$ cat config.mk
export PLATFORM = sky130hd
export DESIGN_NAME = sprite_commit_scheduler_flat
export DESIGN_NICKNAME = d
export VERILOG_FILES = /design/src/rtl/sprite_commit_pkg.sv /design/src/rtl/sprite_commit_scheduler_if.sv /design/src/rtl/sprite_commit_scheduler_fifo.sv /design/src/rtl/sprite_commit_scheduler.sv /design/src/flat_wrapper.sv
export SDC_FILE = /design/constraint.sdc
export NUM_CORES = 1
export LEC_CHECK = 0
export ABC_AREA = 1
export CORE_MARGIN = 2
export CORE_UTILIZATION = 35
export DETAILED_ROUTE_END_ITERATION = 8
export PLACE_DENSITY = 0.61
export SETUP_SLACK_MARGIN = 0.05
export SLEW_MARGIN = 20
export SYNTH_ARGS = -nofsm -noshare
export SYNTH_HDL_FRONTEND = slang
export SYNTH_SLANG_ARGS = --single-unit
$ cat constraint.sdc
create_clock -name clk -period 12.8 [get_ports clk]
set_input_delay 2.56 -clock clk [delete_from_list [all_inputs] [get_ports clk]]
set_output_delay 2.56 -clock clk [all_outputs]
set_load 0.01 [all_outputs]
$ cat src/rtl/sprite_commit_pkg.sv
// Shared types and defaults for the sprite commit scheduler: the buffered write
// entry, the scheduler FSM states and the default VGA line limits.
package sprite_commit_pkg;

    localparam int V_ACTIVE_DEFAULT = 480;
    localparam int V_TOTAL_DEFAULT  = 525;

    typedef struct packed {
        logic [29:0] addr;
        logic [31:0] data;
    } commit_entry_t;

    typedef enum logic {
        ACCUM = 1'b0,
        DRAIN = 1'b1
    } commit_state_t;

endpackage

$ cat src/rtl/sprite_commit_scheduler_if.sv
// Processor write port and the replayed write port toward the sprite controllers.
// Writes are fire-and-forget strobes: no ready; MW_i/MW_o mean "one write this cycle".
interface sprite_commit_if;
    logic        MW_i;
    logic [29:0] address_i;
    logic [31:0] data_i;
    logic        MW_o;
    logic [29:0] address_o;
    logic [31:0] data_o;

    modport master (output MW_i, address_i, data_i, input MW_o, address_o, data_o);
    modport slave  (input MW_i, address_i, data_i, output MW_o, address_o, data_o);
endinterface

$ cat src/rtl/sprite_commit_scheduler_fifo.sv
// Synchronous FIFO of commit entries; head is read combinationally, full/empty are
// registered alongside the count.
module commit_fifo
    import sprite_commit_pkg::*;
#(
    parameter int DEPTH = 16
) (
    input  logic                       clk,
    input  logic                       rst_n,
    input  logic                       push,
    input  commit_entry_t              wr_data,
    input  logic                       pop,
    output commit_entry_t              rd_data,
    output logic                       full,
    output logic                       empty,
    output logic [$clog2(DEPTH):0]     count
);
    localparam int AW = $clog2(DEPTH);

    commit_entry_t  mem [DEPTH];
    logic [AW-1:0]  wr_ptr;
    logic [AW-1:0]  rd_ptr;
    logic [AW:0]    count_next;

    assign rd_data = mem[rd_ptr];

    always_comb begin
        count_next = count;
        case ({push, pop})
            2'b10:   count_next = count + 1'b1;
            2'b01:   count_next = count - 1'b1;
            default: count_next = count;
        endcase
    end

    always_ff @(posedge clk) begin
        if (push) mem[wr_ptr] <= wr_data;
    end

    // Pointers are AW bits wide, so wrap modulo DEPTH falls out of the arithmetic.
    always_ff @(posedge clk) begin
        if (!rst_n) begin
            wr_ptr <= '0;
            rd_ptr <= '0;
            count  <= '0;
            full   <= 1'b0;
            empty  <= 1'b1;
        end else begin
            if (push) wr_ptr <= wr_ptr + 1'b1;
            if (pop)  rd_ptr <= rd_ptr + 1'b1;
            count <= count_next;
            full  <= (count_next == (AW+1)'(DEPTH));
            empty <= (count_next == '0);
        end
    end
endmodule

$ cat src/rtl/sprite_commit_scheduler.sv
// Holds processor sprite-register writes during active video and replays them in
// vblank so sprites never move mid-frame. `SPRITE_COMMIT_STATS_EN adds drop/frame counters.
module sprite_commit_scheduler
    import sprite_commit_pkg::*;
#(
    parameter int DEPTH    = 16,
    parameter int V_ACTIVE = V_ACTIVE_DEFAULT,
    parameter int V_TOTAL  = V_TOTAL_DEFAULT
) (
    input  logic                clk,
    input  logic                rst_n,
    sprite_commit_if.slave      bus,
    input  logic [31:0]         vga_y_pos_i,
    output logic                full_o,
    output logic                empty_o,
    output logic                overflow_o,
    output logic                frame_commit_o,
`ifdef SPRITE_COMMIT_STATS_EN
    output logic [15:0]         drop_count_o,
    output logic [15:0]         frame_count_o,
`endif
    output commit_state_t       state_o
);
    localparam int CW = $clog2(DEPTH) + 1;

    logic          vb, vb_q, vb_rise;
    logic          push, pop, drop, last;
    commit_entry_t head;
    logic [CW-1:0] count;

    // Lines past the frame total are out-of-range and treated as blanking too.
    assign vb      = (vga_y_pos_i >= 32'(V_ACTIVE)) || (vga_y_pos_i >= 32'(V_TOTAL));
    assign vb_rise = vb & ~vb_q;
    assign pop     = (state_o == DRAIN) & vb & ~empty_o;
    assign push    = bus.MW_i & (~full_o | pop);
    assign drop    = bus.MW_i & full_o & ~pop;
    assign last    = pop & ~push & (count == CW'(1));

    commit_fifo #(.DEPTH(DEPTH)) u_fifo (
        .clk     (clk),
        .rst_n   (rst_n),
        .push    (push),
        .wr_data ({bus.address_i, bus.data_i}),
        .pop     (pop),
        .rd_data (head),
        .full    (full_o),
        .empty   (empty_o),
        .count   (count)
    );

    always_ff @(posedge clk) begin
        if (!rst_n) begin
            state_o        <= ACCUM;
            vb_q           <= 1'b1;
            bus.MW_o       <= 1'b0;
            bus.address_o  <= '0;
            bus.data_o     <= '0;
            overflow_o     <= 1'b0;
            frame_commit_o <= 1'b0;
        end else begin
            vb_q           <= vb;
            bus.MW_o       <= pop;
            frame_commit_o <= 1'b0;
            if (drop) overflow_o <= 1'b1;
            if (pop) begin
                bus.address_o <= head.addr;
                bus.data_o    <= head.data;
            end
            case (state_o)
                ACCUM: begin
                    if (vb_rise) begin
                        if (!empty_o) state_o <= DRAIN;
                        else          frame_commit_o <= 1'b1;
                    end
                end
                DRAIN: begin
                    // Leaving early keeps the remainder queued for the next vblank.
                    if (!vb) begin
                        state_o <= ACCUM;
                    end else if (last) begin
                        state_o        <= ACCUM;
                        frame_commit_o <= 1'b1;
                    end
                end
                default: state_o <= ACCUM;
            endcase
        end
    end

`ifdef SPRITE_COMMIT_STATS_EN
    always_ff @(posedge clk) begin
        if (!rst_n) begin
            drop_count_o  <= '0;
            frame_count_o <= '0;
        end else begin
            if (drop && drop_count_o != 16'hFFFF) drop_count_o <= drop_count_o + 16'd1;
            if (frame_commit_o) frame_count_o <= frame_count_o + 16'd1;
        end
    end
`endif
endmodule

$ cat src/flat_wrapper.sv
// flat-port wrapper written by rule: the top's interface ports become plain ports
module sprite_commit_scheduler_flat import sprite_commit_pkg::*;
#(
    parameter int DEPTH    = 16,
    parameter int V_ACTIVE = V_ACTIVE_DEFAULT,
    parameter int V_TOTAL  = V_TOTAL_DEFAULT
)
  (clk, rst_n, vga_y_pos_i, full_o, empty_o, overflow_o, frame_commit_o, state_o, bus_MW_i, bus_address_i, bus_data_i, bus_MW_o, bus_address_o, bus_data_o);
  sprite_commit_if bus_i ();
  input  logic clk;
  input  logic rst_n;
  input  logic [31:0] vga_y_pos_i;
  output logic full_o;
  output logic empty_o;
  output logic overflow_o;
  output logic frame_commit_o;
  output commit_state_t state_o;
  input wire logic [$bits(bus_i.MW_i)-1:0] bus_MW_i;
  input wire logic [$bits(bus_i.address_i)-1:0] bus_address_i;
  input wire logic [$bits(bus_i.data_i)-1:0] bus_data_i;
  output wire logic [$bits(bus_i.MW_o)-1:0] bus_MW_o;
  output wire logic [$bits(bus_i.address_o)-1:0] bus_address_o;
  output wire logic [$bits(bus_i.data_o)-1:0] bus_data_o;
  assign bus_i.MW_i = bus_MW_i;
  assign bus_i.address_i = bus_address_i;
  assign bus_i.data_i = bus_data_i;
  assign bus_MW_o = bus_i.MW_o;
  assign bus_address_o = bus_i.address_o;
  assign bus_data_o = bus_i.data_o;
  sprite_commit_scheduler #(.DEPTH(DEPTH), .V_ACTIVE(V_ACTIVE), .V_TOTAL(V_TOTAL)) u_core (.clk(clk), .rst_n(rst_n), .bus(bus_i), .vga_y_pos_i(vga_y_pos_i), .full_o(full_o), .empty_o(empty_o), .overflow_o(overflow_o), .frame_commit_o(frame_commit_o), .state_o(state_o));
endmodule
==> results of run 1 <==
-- registers in the layout, indices dropped and copies added (netlist names) --
name,cells
u_core.u_fifo.mem,992
u_core.bus.data_o,32
u_core.bus.address_o,30
u_core.u_fifo.count,5
u_core.u_fifo.rd_ptr,4
u_core.u_fifo.wr_ptr,4
u_core.bus.MW_o,1
u_core.frame_commit_o,1
u_core.overflow_o,1
u_core.state_o,1
u_core.u_fifo.empty,1
u_core.u_fifo.full,1
u_core.vb_q,1
-- routing by layer --
layer	track usage (%)	share of wire [%]	vias to the layer above
li1	-	-	12340
met1	23.36	44	13210
met2	28.00	47	822
met3	3.220	7.2	151
met4	4.178	1.8	4
met5	0	0.025	-
-- cell usage after synthesis, drive strengths merged --
master  count  area, µm²
xor2        3      26.28
a21oi      16      80.08
dfxtp      82       1642
nand2     104      392.9
nand3     135      680.7
o211ai    248       1862
nor2      911       3420
nand4       6      37.54
mux2i       1      10.01
o21ai     569       2848
ha         10      125.1
clkbuf    126      473.0
and2        1      6.260
edfxtp    992      29790
inv        39      146.4
a31oi       2      12.51
nand3b      1      7.510
buf       103      608.1
-- through the flow --
| stage | instances | util, % | setup WS [ns] |
|---|---|---|---|
| final | 5138 | 40.62 | 6.861 |
| after floorplan | 3349 | - | 6.203 |
| after CTS | 5136 | 40.61 | 6.810 |
| after global placement | 4933 | 37.75 | 6.123 |
| after detailed placement | 4936 | 37.79 | 6.083 |
| after global routing | 5137 | 40.61 | 6.641 |
-- path summary, 6_finish.rpt --
check / start / end / cells past startpoint
setup / recovery: vga_y_pos_i[19] / u_core.u_fifo.mem[5][37] / 14
hold / removal: u_core.overflow_o / u_core.overflow_o / 2
setup reg to reg: u_core.u_fifo.rd_ptr[0] / u_core.bus.data_o[17] / 11
hold reg to reg: u_core.overflow_o / u_core.overflow_o / 2
-- final cells by class --
cell class / instances / area, µm² / share of cell area (%)
clock buffers: 135 / 2846 / 5.857
multi-input cells: 2007 / 9635 / 19.83
diodes: 2 / 5.005 / 0.01030
inverters: 39 / 170.2 / 0.3501
well taps: 1612 / 2017 / 4.150
clock inverters: 65 / 525.5 / 1.081
repair buffers: 204 / 1954 / 4.021
flip-flops and latches: 1074 / 31450 / 64.70
-- cell usage in the layout, fill, tap and decap left out, types with 22 or more instances in the layout --
cell	Yosys	final
sky130_fd_sc_hd__clkbuf_1	126	25
sky130_fd_sc_hd__inv_1	33	33
sky130_fd_sc_hd__dfxtp_1	82	78
sky130_fd_sc_hd__nand3_1	134	134
sky130_fd_sc_hd__clkinv_2	0	22
sky130_fd_sc_hd__o211ai_1	248	248
sky130_fd_sc_hd__clkinv_1	0	29
sky130_fd_sc_hd__nand2_1	103	103
sky130_fd_sc_hd__clkbuf_16	0	110
sky130_fd_sc_hd__clkdlybuf4s50_1	0	158
sky130_fd_sc_hd__o21ai_1	110	110
sky130_fd_sc_hd__o21ai_0	459	459
sky130_fd_sc_hd__edfxtp_1	992	992
sky130_fd_sc_hd__nor2_1	911	895
sky130_fd_sc_hd__buf_4	7	43
-- worst min-delay path: cells and delay by family (launching register included) --
kind               cells  cell delay [ns]
and+or+nand+nor        1             0.07
AOI/OAI and AO/OA      1             0.04
DFF                    1             0.32
-- cell families (layout without fill, tap and decap cells) --
group	count (synthesis)	in the layout	share of synthesized area, %
AND/OR/NAND/NOR	1158	1158	10.78
flip-flops	1074	1074	74.54
AO/OA/AOI/OAI	835	835	11.39
buffers and inverters	268	443	2.911
adder cells (fa/ha/maj)	10	10	0.2967
XOR/XNOR	3	3	0.06233
multiplexers	1	1	0.02374
other	0	2	0
-- power breakdown --
part | leakage [nW] | internal [mW] | switching, mW
Sequential | 9.62 | 3.88 | 0.0100
Combinational | 4.34 | 0.0484 | 0.119
Clock | 1.65 | 1.70 | 1.31
Total | 15.6 | 5.63 | 1.44
==> metrics.log, run 1 <==
INFO  metric syn_nets = 3456
INFO  metric gp_congestion = 0.7243
INFO  metric clock_insertion_delay_worst_skew = 0.69 ns
INFO  metric crit_type = in -> reg
INFO  metric die_h = 351.1 µm
INFO  metric slew_headroom = 23.03%
INFO  metric hp-class = reg -> reg
INFO  metric critPathArrivalTime = 6.25 ns
INFO  metric final-max-slew-violation-count = 0
INFO  metric place_hpwl = 52650 µm
INFO  metric tritoncts = yes
INFO  metric most_numerous_cell_on_the_critical_path = sky130_fd_sc_hd__nand2_1
INFO  metric global_route.overflow_total = 0
INFO  metric number_of_optimization_iterations_in_the_first_detailed_route_pass = 5
INFO  metric setup_repair_after_global_routing_missed_its_margin = no
INFO  metric route.final.wire_length = 107200 µm
INFO  metric vias_per_cell = 5.164
INFO  metric die_width = 351.1 µm
INFO  metric worst_pin_slew = 1.155 ns
INFO  metric netlist_area = 42170 µm²
INFO  metric core = 119700 µm²
INFO  metric cts.reportedPaths.clkPinSlew = 0.06 ns
INFO  metric whs = 0.4669 ns
INFO  metric fin_crit_sh = 46.40%
INFO  metric total_count_of_hold_check_failures_in_the_final_report = 0
INFO  metric crit_path_max_incr_delay = 0.91 ns
INFO  metric yosys_warnings = 0
INFO  metric post_cts_hold_buffer_count = 0
INFO  metric timing.critical_path.from_type = primary input
INFO  metric p_per_area = 145.3 nW/µm²
INFO  metric timing.final.crit_period = 5.939 ns
INFO  metric ys_seq_elements = 1074
INFO  metric critical_path.endpoint_type = flop
INFO  metric fraction_of_layout_cells_with_a_size_suffix_above_1 = 6.243%
INFO  metric area_growth = 15.26%
INFO  metric cts_made_buffers = 108
INFO  metric setup-violations-final = 0
INFO  metric cellLeakagePower = 15.62 nW
INFO  metric drt-wirelength-per-cell = 20.86 µm
INFO  metric critPathBufInv = 4
INFO  metric post-layout-total-power = 7.062 mW
INFO  metric timing.critical_path.cells = clkdlybuf4s50_1 -> nor2_1 -> and2_1 -> nand2_1 -> nor2_1 -> nand2_2 -> nand3_4 -> buf_4 -> nand2_1 -> nand2_1 -> inv_2 -> nand2_1 -> nor2_4 -> buf_4
INFO  metric run_status = finished, final reports clean
INFO  metric max-clock-path-buffers = 3
INFO  metric vias = 26.54k
INFO  metric synth_cells = 3349
INFO  metric synth_area_per_cell = 12.59 µm²
INFO  metric num-nets-final = 3541
INFO  metric synth_sequential_area_ratio = 74.54%
INFO  metric cts.root.buffer_cell = sky130_fd_sc_hd__clkbuf_16
INFO  metric critPathMaxFanout = 37
INFO  metric h-tree-depth = 3
INFO  metric drt-initial-drc-count = 2485
INFO  metric synth.lib_cells_used.distinct = 26
INFO  metric number_of_gates_resized_after_cts = 0
INFO  metric fillers = 10.97k
INFO  metric max-cap-violations = 0
INFO  metric finClkSkew = 0.04377 ns
INFO  metric first_global_vias = 25.06k
INFO  metric timing.critical_path.max_delay_family = simple AND/OR/NAND/NOR gates
INFO  metric detail_route.drc_violations = 0
INFO  metric port_buffers = 159
INFO  metric worst-r2r-setup-slack = 8.36 ns
INFO  metric clock.fmax = 168.4 MHz
INFO  metric groute.usage.overall = 17.06%
INFO  metric number_of_sinks_driven_by_the_clock_tree = 1074
INFO  metric place_area = 45220 µm²
INFO  metric grt_antenna_before_repair = 6
INFO  metric worst_path_max_delay_cell = sky130_fd_sc_hd__nor2_4
INFO  metric post_route_setup_tns = 0 ns
INFO  metric design.portCount = 165
INFO  metric worst_ep_required_time = 13.11 ns
INFO  metric non_filler_cell_area_final = 48600 µm²
INFO  metric maximum_number_of_pins_on_one_net_before_global_route_repair = 176
INFO  metric post-cts-setup-buffer-count = 0
INFO  metric starting_density = 35.24%
INFO  metric grt_pass1_wl = 159100 µm
INFO  metric die_area = 123300 µm²
INFO  metric std_cell_rows = 127
INFO  metric antenna_viol_nets_final = 0
INFO  metric max-vdd-ir-drop = 0.0001029 V
Note: power is estimated with default switching activity, not from simulation.
==> inputs of run 2 (changes only) <==
==> constraint.sdc (replaced) <==
create_clock -name clk -period 5.78 [get_ports clk]
set_input_delay 1.156 -clock clk [delete_from_list [all_inputs] [get_ports clk]]
set_output_delay 1.156 -clock clk [all_outputs]
set_load 0.01 [all_outputs]
==> metrics.log, run 2 (synthesized netlist as in run 1, its figures left out) <==
INFO  metric timing.final.crit_period = 3.652 ns
INFO  metric worst_pin_slew = 1.116 ns (was 1.155 ns)
INFO  metric finClkSkew = 0.01583 ns (was 0.04377 ns)
INFO  metric layout_setup_ws = 2.128 ns (was 6.861 ns)
INFO  metric drt-wirelength-per-cell = 20.74 µm (was 20.86 µm)
INFO  metric timing.critical_path.from_type = primary input (unchanged)
INFO  metric hp-class = reg -> reg (unchanged)
INFO  metric drt-initial-drc-count = 2371 (was 2485)
INFO  metric fin_crit_sh = 63.19%
INFO  metric design.portCount = 165 (unchanged)
INFO  metric critPathMaxFanout = 15 (was 37)
INFO  metric pre_cts_slack = 1.410 ns (was 6.083 ns)
INFO  metric die_h = 351.1 µm (unchanged)
INFO  metric vias_per_cell = 5.163 (was 5.164)
INFO  metric worst_ep_required_time = 6.15 ns (was 13.11 ns)
INFO  metric hold_start = u_core.overflow_o (unchanged)
INFO  metric fillers = 10.93k (was 10.97k)
INFO  metric largest_register_ff_count = 992 (unchanged)
INFO  metric setup_repair_after_global_routing_missed_its_margin = no (unchanged)
INFO  metric max-cap-violations = 0 (unchanged)
INFO  metric crit_type = in -> reg (unchanged)
INFO  metric std_cell_rows = 127 (unchanged)
INFO  metric number_of_sinks_driven_by_the_clock_tree = 1074 (unchanged)
INFO  metric port_buffers = 159 (unchanged)
INFO  metric maximum_number_of_pins_on_one_net_before_global_route_repair = 186 (was 176)
INFO  metric detail_route.drc_violations = 0 (unchanged)
INFO  metric fraction_of_layout_cells_with_a_size_suffix_above_1 = 6.563% (was 6.243%)
INFO  metric non_filler_cell_area_final = 49000 µm² (was 48600 µm²)
INFO  metric grt_antenna_before_repair = 10 (was 6)
INFO  metric tritoncts = yes (unchanged)
INFO  metric die_width = 351.1 µm (unchanged)
INFO  metric biggestRegsByFlops = u_core.u_fifo.mem: 992 flops, u_core.bus.data_o: 32 flops, u_core.bus.address_o: 30 flops (unchanged)
INFO  metric starting_density = 35.24% (unchanged)
INFO  metric groute.usage.overall = 17.08% (was 17.06%)
INFO  metric global_route.overflow_total = 0 (unchanged)
INFO  metric clock_insertion_delay_worst_skew = 0.69 ns (about the same)
INFO  metric area_growth = 16.21% (was 15.26%)
INFO  metric max-clock-path-buffers = 3 (unchanged)
INFO  metric worstReg2RegStart = u_core.u_fifo.rd_ptr[0] (unchanged)
INFO  metric capture_instance_of_the_worst_register_to_register_path = u_core.bus.address_o[8] (was u_core.bus.data_o[17])
INFO  metric route.final.wire_length = 106700 µm (was 107200 µm)
INFO  metric first_global_vias = 25.59k (was 25.06k)
INFO  metric slew_headroom = 25.59% (was 23.03%)
INFO  metric cellLeakagePower = 15.76 nW (was 15.62 nW)
INFO  metric whs_path_depth = 2 (unchanged)
INFO  metric final-max-slew-violation-count = 0 (unchanged)
INFO  metric num-nets-final = 3545 (was 3541)
INFO  metric clock.fmax = 273.8 MHz
INFO  metric h-tree-depth = 3 (unchanged)
INFO  metric grt_pass1_wl = 160000 µm (was 159100 µm)
INFO  metric cts.root.buffer_cell = sky130_fd_sc_hd__clkbuf_16 (unchanged)
INFO  metric die_area = 123300 µm² (unchanged)
INFO  metric largest_register_by_flop_count = u_core.u_fifo.mem (unchanged)
INFO  metric number_of_optimization_iterations_in_the_first_detailed_route_pass = 5 (unchanged)
INFO  metric p_per_area = 324.6 nW/µm² (was 145.3 nW/µm²)
INFO  metric worst_hold_path.endpoint = u_core.overflow_o (unchanged)
INFO  metric number_of_gates_resized_after_cts = 0 (unchanged)
INFO  metric post_route_setup_tns = 0 ns (unchanged)
INFO  metric antenna_viol_nets_final = 0 (unchanged)
INFO  metric post_cts_hold_buffer_count = 0 (unchanged)
INFO  metric cts.reportedPaths.clkPinSlew = 0.06 ns (about the same)
INFO  metric run_status = finished, final reports clean (unchanged)
INFO  metric core = 119700 µm² (unchanged)
INFO  metric vias = 26.58k (was 26.54k)
INFO  metric gp_congestion = 0.7329 (was 0.7243)
INFO  metric place_area = 45460 µm² (was 45220 µm²)
INFO  metric most-common-layout-cells = sky130_fd_sc_hd__edfxtp_1 (992), sky130_fd_sc_hd__nor2_1 (895), sky130_fd_sc_hd__o21ai_0 (459) (unchanged)
INFO  metric critical_path.endpoint_type = flop (unchanged)
INFO  metric setup-violations-final = 0 (unchanged)
INFO  metric worst-r2r-setup-slack = 2.80 ns (was 8.36 ns)
INFO  metric mostFrequentLayoutCell = sky130_fd_sc_hd__edfxtp_1 (unchanged)
INFO  metric critPathArrivalTime = 4.02 ns (was 6.25 ns)
INFO  metric worst_r2r_path_depth = 10 (was 11)
INFO  metric total_count_of_hold_check_failures_in_the_final_report = 0 (unchanged)
INFO  metric cts_made_buffers = 110 (was 108)
INFO  metric max-vdd-ir-drop = 0.0002286 V (was 0.0001029 V)
INFO  metric post-cts-setup-buffer-count = 0 (unchanged)
INFO  metric place_hpwl = 51090 µm (was 52650 µm)
## run 2: changes by cell type in the layout (fill, tap and decap cells not counted), sizes merged
cell    previous run  this run
clkinv            54        41
buf               46        48
diode              2         1
clkbuf           135       158
inv               43        41
bufinv             6         7
## run 2: final cells by class
type | instances | area [µm²] | share of cell area [%]
clock buffers | 158 | 3054 | 6.233
multi-input cells | 2007 | 9635 | 19.66
diodes | 1 | 2.502 | 0.005107
well taps | 1612 | 2017 | 4.116
clock inverters | 51 | 480.5 | 0.9805
inverters | 39 | 175.2 | 0.3575
repair buffers | 206 | 2192 | 4.473
flip-flops and latches | 1074 | 31450 | 64.17
## run 2: worst max-delay path by stage
stage | from | cells past startpoint | endpoint | slack [ns]
floorplan | vga_y_pos_i[19] | 11 | u_core.u_fifo.mem[0][0] | 0.59
global placement | vga_y_pos_i[13] | 18 | u_core.u_fifo.empty | 1.48
detailed placement | vga_y_pos_i[29] | 18 | u_core.u_fifo.empty | 1.41
CTS | vga_y_pos_i[29] | 18 | u_core.u_fifo.empty | 2.15
global route | vga_y_pos_i[28] | 18 | u_core.u_fifo.empty | 1.78
finish | vga_y_pos_i[17] | 13 | u_core.u_fifo.mem[9][52] | 2.13
## run 2: metrics by stage
step / util (%) / cells / hold WS (ns) / total power [mW]
floorplan: - / 3349 / 0.4674 / 8.905
detailed placement: 37.99 / 4938 / 0.4582 / 9.158
global route: 40.95 / 5148 / 0.5321 / 16.37
CTS: 40.95 / 5147 / 0.4739 / 16.04
global placement: 37.99 / 4938 / 0.4535 / 9.151
finish: 40.95 / 5148 / 0.4757 / 15.90
## run 2: metal layers
| layer | GRT usage [%] | part of all wire [%] |
|---|---|---|
| met5 | 0 | 0.060 |
| met4 | 4.642 | 2.2 |
| met3 | 2.993 | 6.3 |
| met2 | 28.15 | 47 |
| met1 | 23.26 | 44 |
## run 2: power by group
part	switching [mW]	internal (mW)
clock	2.92	3.99
sequential	0.0222	8.59
combinational	0.269	0.114
## run 2: critical path, cell delays in order
cell	delay, ns
sky130_fd_sc_hd__clkdlybuf4s50_1	0.46
sky130_fd_sc_hd__nor2_1	0.03
sky130_fd_sc_hd__and2_1	0.14
sky130_fd_sc_hd__nand2_1	0.06
sky130_fd_sc_hd__nor2_1	0.05
sky130_fd_sc_hd__nand2_2	0.11
sky130_fd_sc_hd__nand3_4	0.15
sky130_fd_sc_hd__nand2_1	0.19
sky130_fd_sc_hd__nand2_1	0.14
sky130_fd_sc_hd__inv_2	0.16
sky130_fd_sc_hd__nand2_1	0.26
sky130_fd_sc_hd__nor2_4	0.71
sky130_fd_sc_hd__buf_4	0.36
==> inputs of run 3 (changes only) <==
--- a/config.mk
+++ b/config.mk
@@ -9,7 +9,7 @@
 export CORE_MARGIN = 2
 export CORE_UTILIZATION = 35
 export DETAILED_ROUTE_END_ITERATION = 8
-export PLACE_DENSITY = 0.61
+export PLACE_DENSITY = 0.63
 export SETUP_SLACK_MARGIN = 0.05
 export SLEW_MARGIN = 20
 export SYNTH_ARGS = -nofsm -noshare
==> constraint.sdc (replaced) <==
create_clock -name clk -period 2.9 [get_ports clk]
set_input_delay 0.58 -clock clk [delete_from_list [all_inputs] [get_ports clk]]
set_output_delay 0.58 -clock clk [all_outputs]
set_load 0.01 [all_outputs]
==> metrics.log, run 3 (synthesized netlist as in run 1, its figures left out) <==
INFO  metric run_status = finished, final reports clean (unchanged)
INFO  metric global_route.usage.met2 = 27.52% (was 28.15%)
INFO  metric slew_headroom = 51.42% (was 25.59%)
INFO  metric detail_route.drc_violations = 0 (unchanged)
INFO  metric place_hpwl = 57820 µm (was 51090 µm)
INFO  metric worst_path_max_delay_cell = sky130_fd_sc_hd__clkdlybuf4s50_1 (was sky130_fd_sc_hd__nor2_4)
INFO  metric drt-wirelength-per-cell = 20.51 µm (was 20.74 µm)
INFO  metric drt-initial-drc-count = 2546 (was 2371)
INFO  metric area_growth = 18.11% (was 16.21%)
INFO  metric fraction_of_layout_cells_with_a_size_suffix_above_1 = 7.968% (was 6.563%)
INFO  metric number_of_gates_resized_after_cts = 0 (unchanged)
INFO  metric finClkSkew = 0.02796 ns (was 0.01583 ns)
INFO  metric max-cap-violations = 0 (unchanged)
INFO  metric setup_repair_after_global_routing_missed_its_margin = no (unchanged)
INFO  metric crit_path_max_incr_delay = 0.60 ns (was 0.71 ns)
INFO  metric gr-usage-met3 = 3.220% (was 2.993%)
INFO  metric die_area = 123300 µm² (unchanged)
INFO  metric cellLeakagePower = 16.12 nW (was 15.76 nW)
INFO  metric post-layout-total-power = 31.53 mW (was 15.90 mW)
INFO  metric worst_hold_path.endpoint = u_core.vb_q (was u_core.overflow_o)
INFO  metric design.portCount = 165 (unchanged)
INFO  metric maximum_number_of_pins_on_one_net_before_global_route_repair = 152 (was 186)
INFO  metric hold_start = rst_n (was u_core.overflow_o)
INFO  metric power_switching = 6.436 mW (was 3.213 mW)
INFO  metric gp_congestion = 0.7451 (was 0.7329)
INFO  metric post_route_setup_tns = 0 ns (unchanged)
INFO  metric capture_instance_of_the_worst_register_to_register_path = u_core.bus.address_o[23] (was u_core.bus.address_o[8])
INFO  metric largest_register_by_flop_count = u_core.u_fifo.mem (unchanged)
INFO  metric hp-class = in -> reg (was reg -> reg)
INFO  metric critPathBufInv = 1 (was 3)
INFO  metric final-max-slew-violation-count = 0 (unchanged)
INFO  metric worst-r2r-setup-slack = 0.64 ns (was 2.80 ns)
INFO  metric post-cts-setup-buffer-count = 0 (unchanged)
INFO  metric switching_portion_of_total_power = 20.41% (was 20.20%)
INFO  metric critPathMaxFanout = 5 (was 15)
INFO  metric num-nets-final = 3595 (was 3545)
INFO  metric timing.critical_path.max_delay_family = buffers and inverters (was simple AND/OR/NAND/NOR gates)
INFO  metric critical_path.endpoint_type = output pin (was flop)
INFO  metric cts.reportedPaths.clkPinSlew = 0.06 ns (about the same)
INFO  metric num_antenna_cells = 0 (was 1)
INFO  metric worst_pin_slew = 0.7288 ns (was 1.116 ns)
INFO  metric grt_pass1_wl = 159700 µm (was 160000 µm)
INFO  metric met1_usage = 23.52% (was 23.26%)
INFO  metric tritoncts = yes (unchanged)
INFO  metric combPwrFrac = 2.6% (was 2.4%)
INFO  metric max-clock-path-buffers = 3 (unchanged)
INFO  metric vias_per_cell = 5.121 (was 5.163)
INFO  metric worst_ep_required_time = 2.32 ns (was 6.15 ns)
INFO  metric largest_register_ff_count = 992 (unchanged)
INFO  metric post_cts_hold_buffer_count = 0 (unchanged)
INFO  metric number_of_sinks_driven_by_the_clock_tree = 1074 (unchanged)
INFO  metric h-tree-depth = 3 (unchanged)
INFO  metric clock_power_share = 43.0% (was 43.5%)
INFO  metric whs_path_depth = 2 (unchanged)
INFO  metric mostFrequentLayoutCell = sky130_fd_sc_hd__edfxtp_1 (unchanged)
INFO  metric number_of_optimization_iterations_in_the_first_detailed_route_pass = 5 (unchanged)
INFO  metric port_buffers = 159 (unchanged)
INFO  metric route.final.wire_length = 106400 µm (was 106700 µm)
INFO  metric grt_most_used_layer = met2 (unchanged)
INFO  metric most-common-layout-cells = sky130_fd_sc_hd__edfxtp_1 (992), sky130_fd_sc_hd__nor2_1 (895), sky130_fd_sc_hd__o21ai_0 (459) (unchanged)
INFO  metric std_cell_rows = 127 (unchanged)
INFO  metric core = 119700 µm² (unchanged)
INFO  metric die_width = 351.1 µm (unchanged)
INFO  metric total_count_of_hold_check_failures_in_the_final_report = 0 (unchanged)
INFO  metric worstReg2RegStart = u_core.u_fifo.rd_ptr[1] (was u_core.u_fifo.rd_ptr[0])
INFO  metric max-vdd-ir-drop = 0.0004540 V (was 0.0002286 V)
INFO  metric worst_r2r_path_depth = 8 (was 10)
INFO  metric grt_antenna_before_repair = 3 (was 10)
INFO  metric die_h = 351.1 µm (unchanged)
INFO  metric cts_made_buffers = 106 (was 110)
INFO  metric power.share.sequential = 54.4% (was 54.1%)
INFO  metric crit_type = reg -> out (was in -> reg)
INFO  metric clock.fmax = 428.9 MHz
INFO  metric biggestRegsByFlops = u_core.u_fifo.mem: 992 flops, u_core.bus.data_o: 32 flops, u_core.bus.address_o: 30 flops (unchanged)
INFO  metric timing.final.crit_period = 2.331 ns
INFO  metric setup-violations-final = 0 (unchanged)
INFO  metric cts.root.buffer_cell = sky130_fd_sc_hd__clkbuf_16 (unchanged)
INFO  metric p_per_area = 633.2 nW/µm² (was 324.6 nW/µm²)
INFO  metric starting_density = 35.24% (unchanged)
INFO  metric antenna_viol_nets_final = 0 (unchanged)
INFO  metric fillers = 10.89k (was 10.93k)
INFO  metric fin_crit_sh = 80.39%
INFO  metric critPathArrivalTime = 1.75 ns (was 4.02 ns)
INFO  metric global_route.overflow_total = 0 (unchanged)
INFO  metric vias = 26.57k (was 26.58k)
INFO  metric first_global_vias = 25.29k (was 25.59k)
INFO  metric timing.critical_path.from_type = flop (was primary input)
INFO  metric timing.critical_path.cells = clkdlybuf4s50_1 (was clkdlybuf4s50_1 -> nor2_1 -> and2_1 -> nand2_1 -> nor2_1 -> nand2_2 -> nand3_4 -> nand2_1 -> nand2_1 -> inv_2 -> nand2_1 -> nor2_4 -> buf_4)
INFO  metric groute.usage.overall = 16.98% (was 17.08%)
INFO  metric p_int = 25.10 mW (was 12.69 mW)
INFO  metric clock_insertion_delay_worst_skew = 0.70 ns (was 0.69 ns)
[run 3: cell count changes in the layout (fill, tap and decap cells not counted), sizes merged]
cell / before / now
clkinv: 41 / 38
buf: 48 / 102
clkbuf: 158 / 146
inv: 41 / 40
diode: 1 / 0
clkinvlp: 1 / 5
[run 3: worst max-delay path by stage]
stage | depth (start not counted) | startpoint | endpoint
global placement | 19 | vga_y_pos_i[21] | u_core.u_fifo.empty
detailed placement | 19 | vga_y_pos_i[21] | u_core.u_fifo.empty
global route | 8 | u_core.u_fifo.rd_ptr[1] | u_core.bus.address_o[23]
floorplan | 11 | vga_y_pos_i[19] | u_core.u_fifo.mem[0][0]
CTS | 1 | u_core.state_o | state_o
finish | 1 | u_core.state_o | state_o
[run 3: per-stage QoR]
step	hold slack, ns	setup WS, ns	util, %	instance area, µm²	cells
final	0.1401	0.5686	41.62	49800	5189
after global routing	0.1390	0.4169	41.62	49800	5189
after CTS	0.08977	0.5263	41.62	49800	5189
after detailed placement	0.4738	-0.04559	38.74	46350	4992
after global placement	0.4569	-0.01280	38.74	46350	4992
after floorplan	0.4668	0.05771	-	42330	3349
[run 3: final cells by class]
type / instances / area (µm²) / share of cell area (%)
clock inverter: 51 / 511.7 / 1.028
sequential: 1074 / 31450 / 63.14
timing repair buffer: 260 / 3048 / 6.120
inverter: 39 / 172.7 / 0.3467
clock buffer: 146 / 2935 / 5.894
multi-input combinational: 2007 / 9671 / 19.42
tap: 1612 / 2017 / 4.050
[run 3: metal layers]
| layer | routed length (µm) | part of all wire [%] |
|---|---|---|
| met4 | 1800 | 1.7 |
| met3 | 7288 | 6.8 |
| met2 | 50010 | 47 |
| met5 | 27 | 0.025 |
| met1 | 47290 | 44 |
[run 3: power by group through the flow]
stage	registers, mW	logic (mW)	clock network (mW)
after floorplan	17.5	0.276	0
after global placement	17.5	0.823	0
after detailed placement	17.5	0.832	0
after CTS	17.2	0.835	13.8
after global routing	17.2	0.900	14.4
final	17.2	0.816	13.6
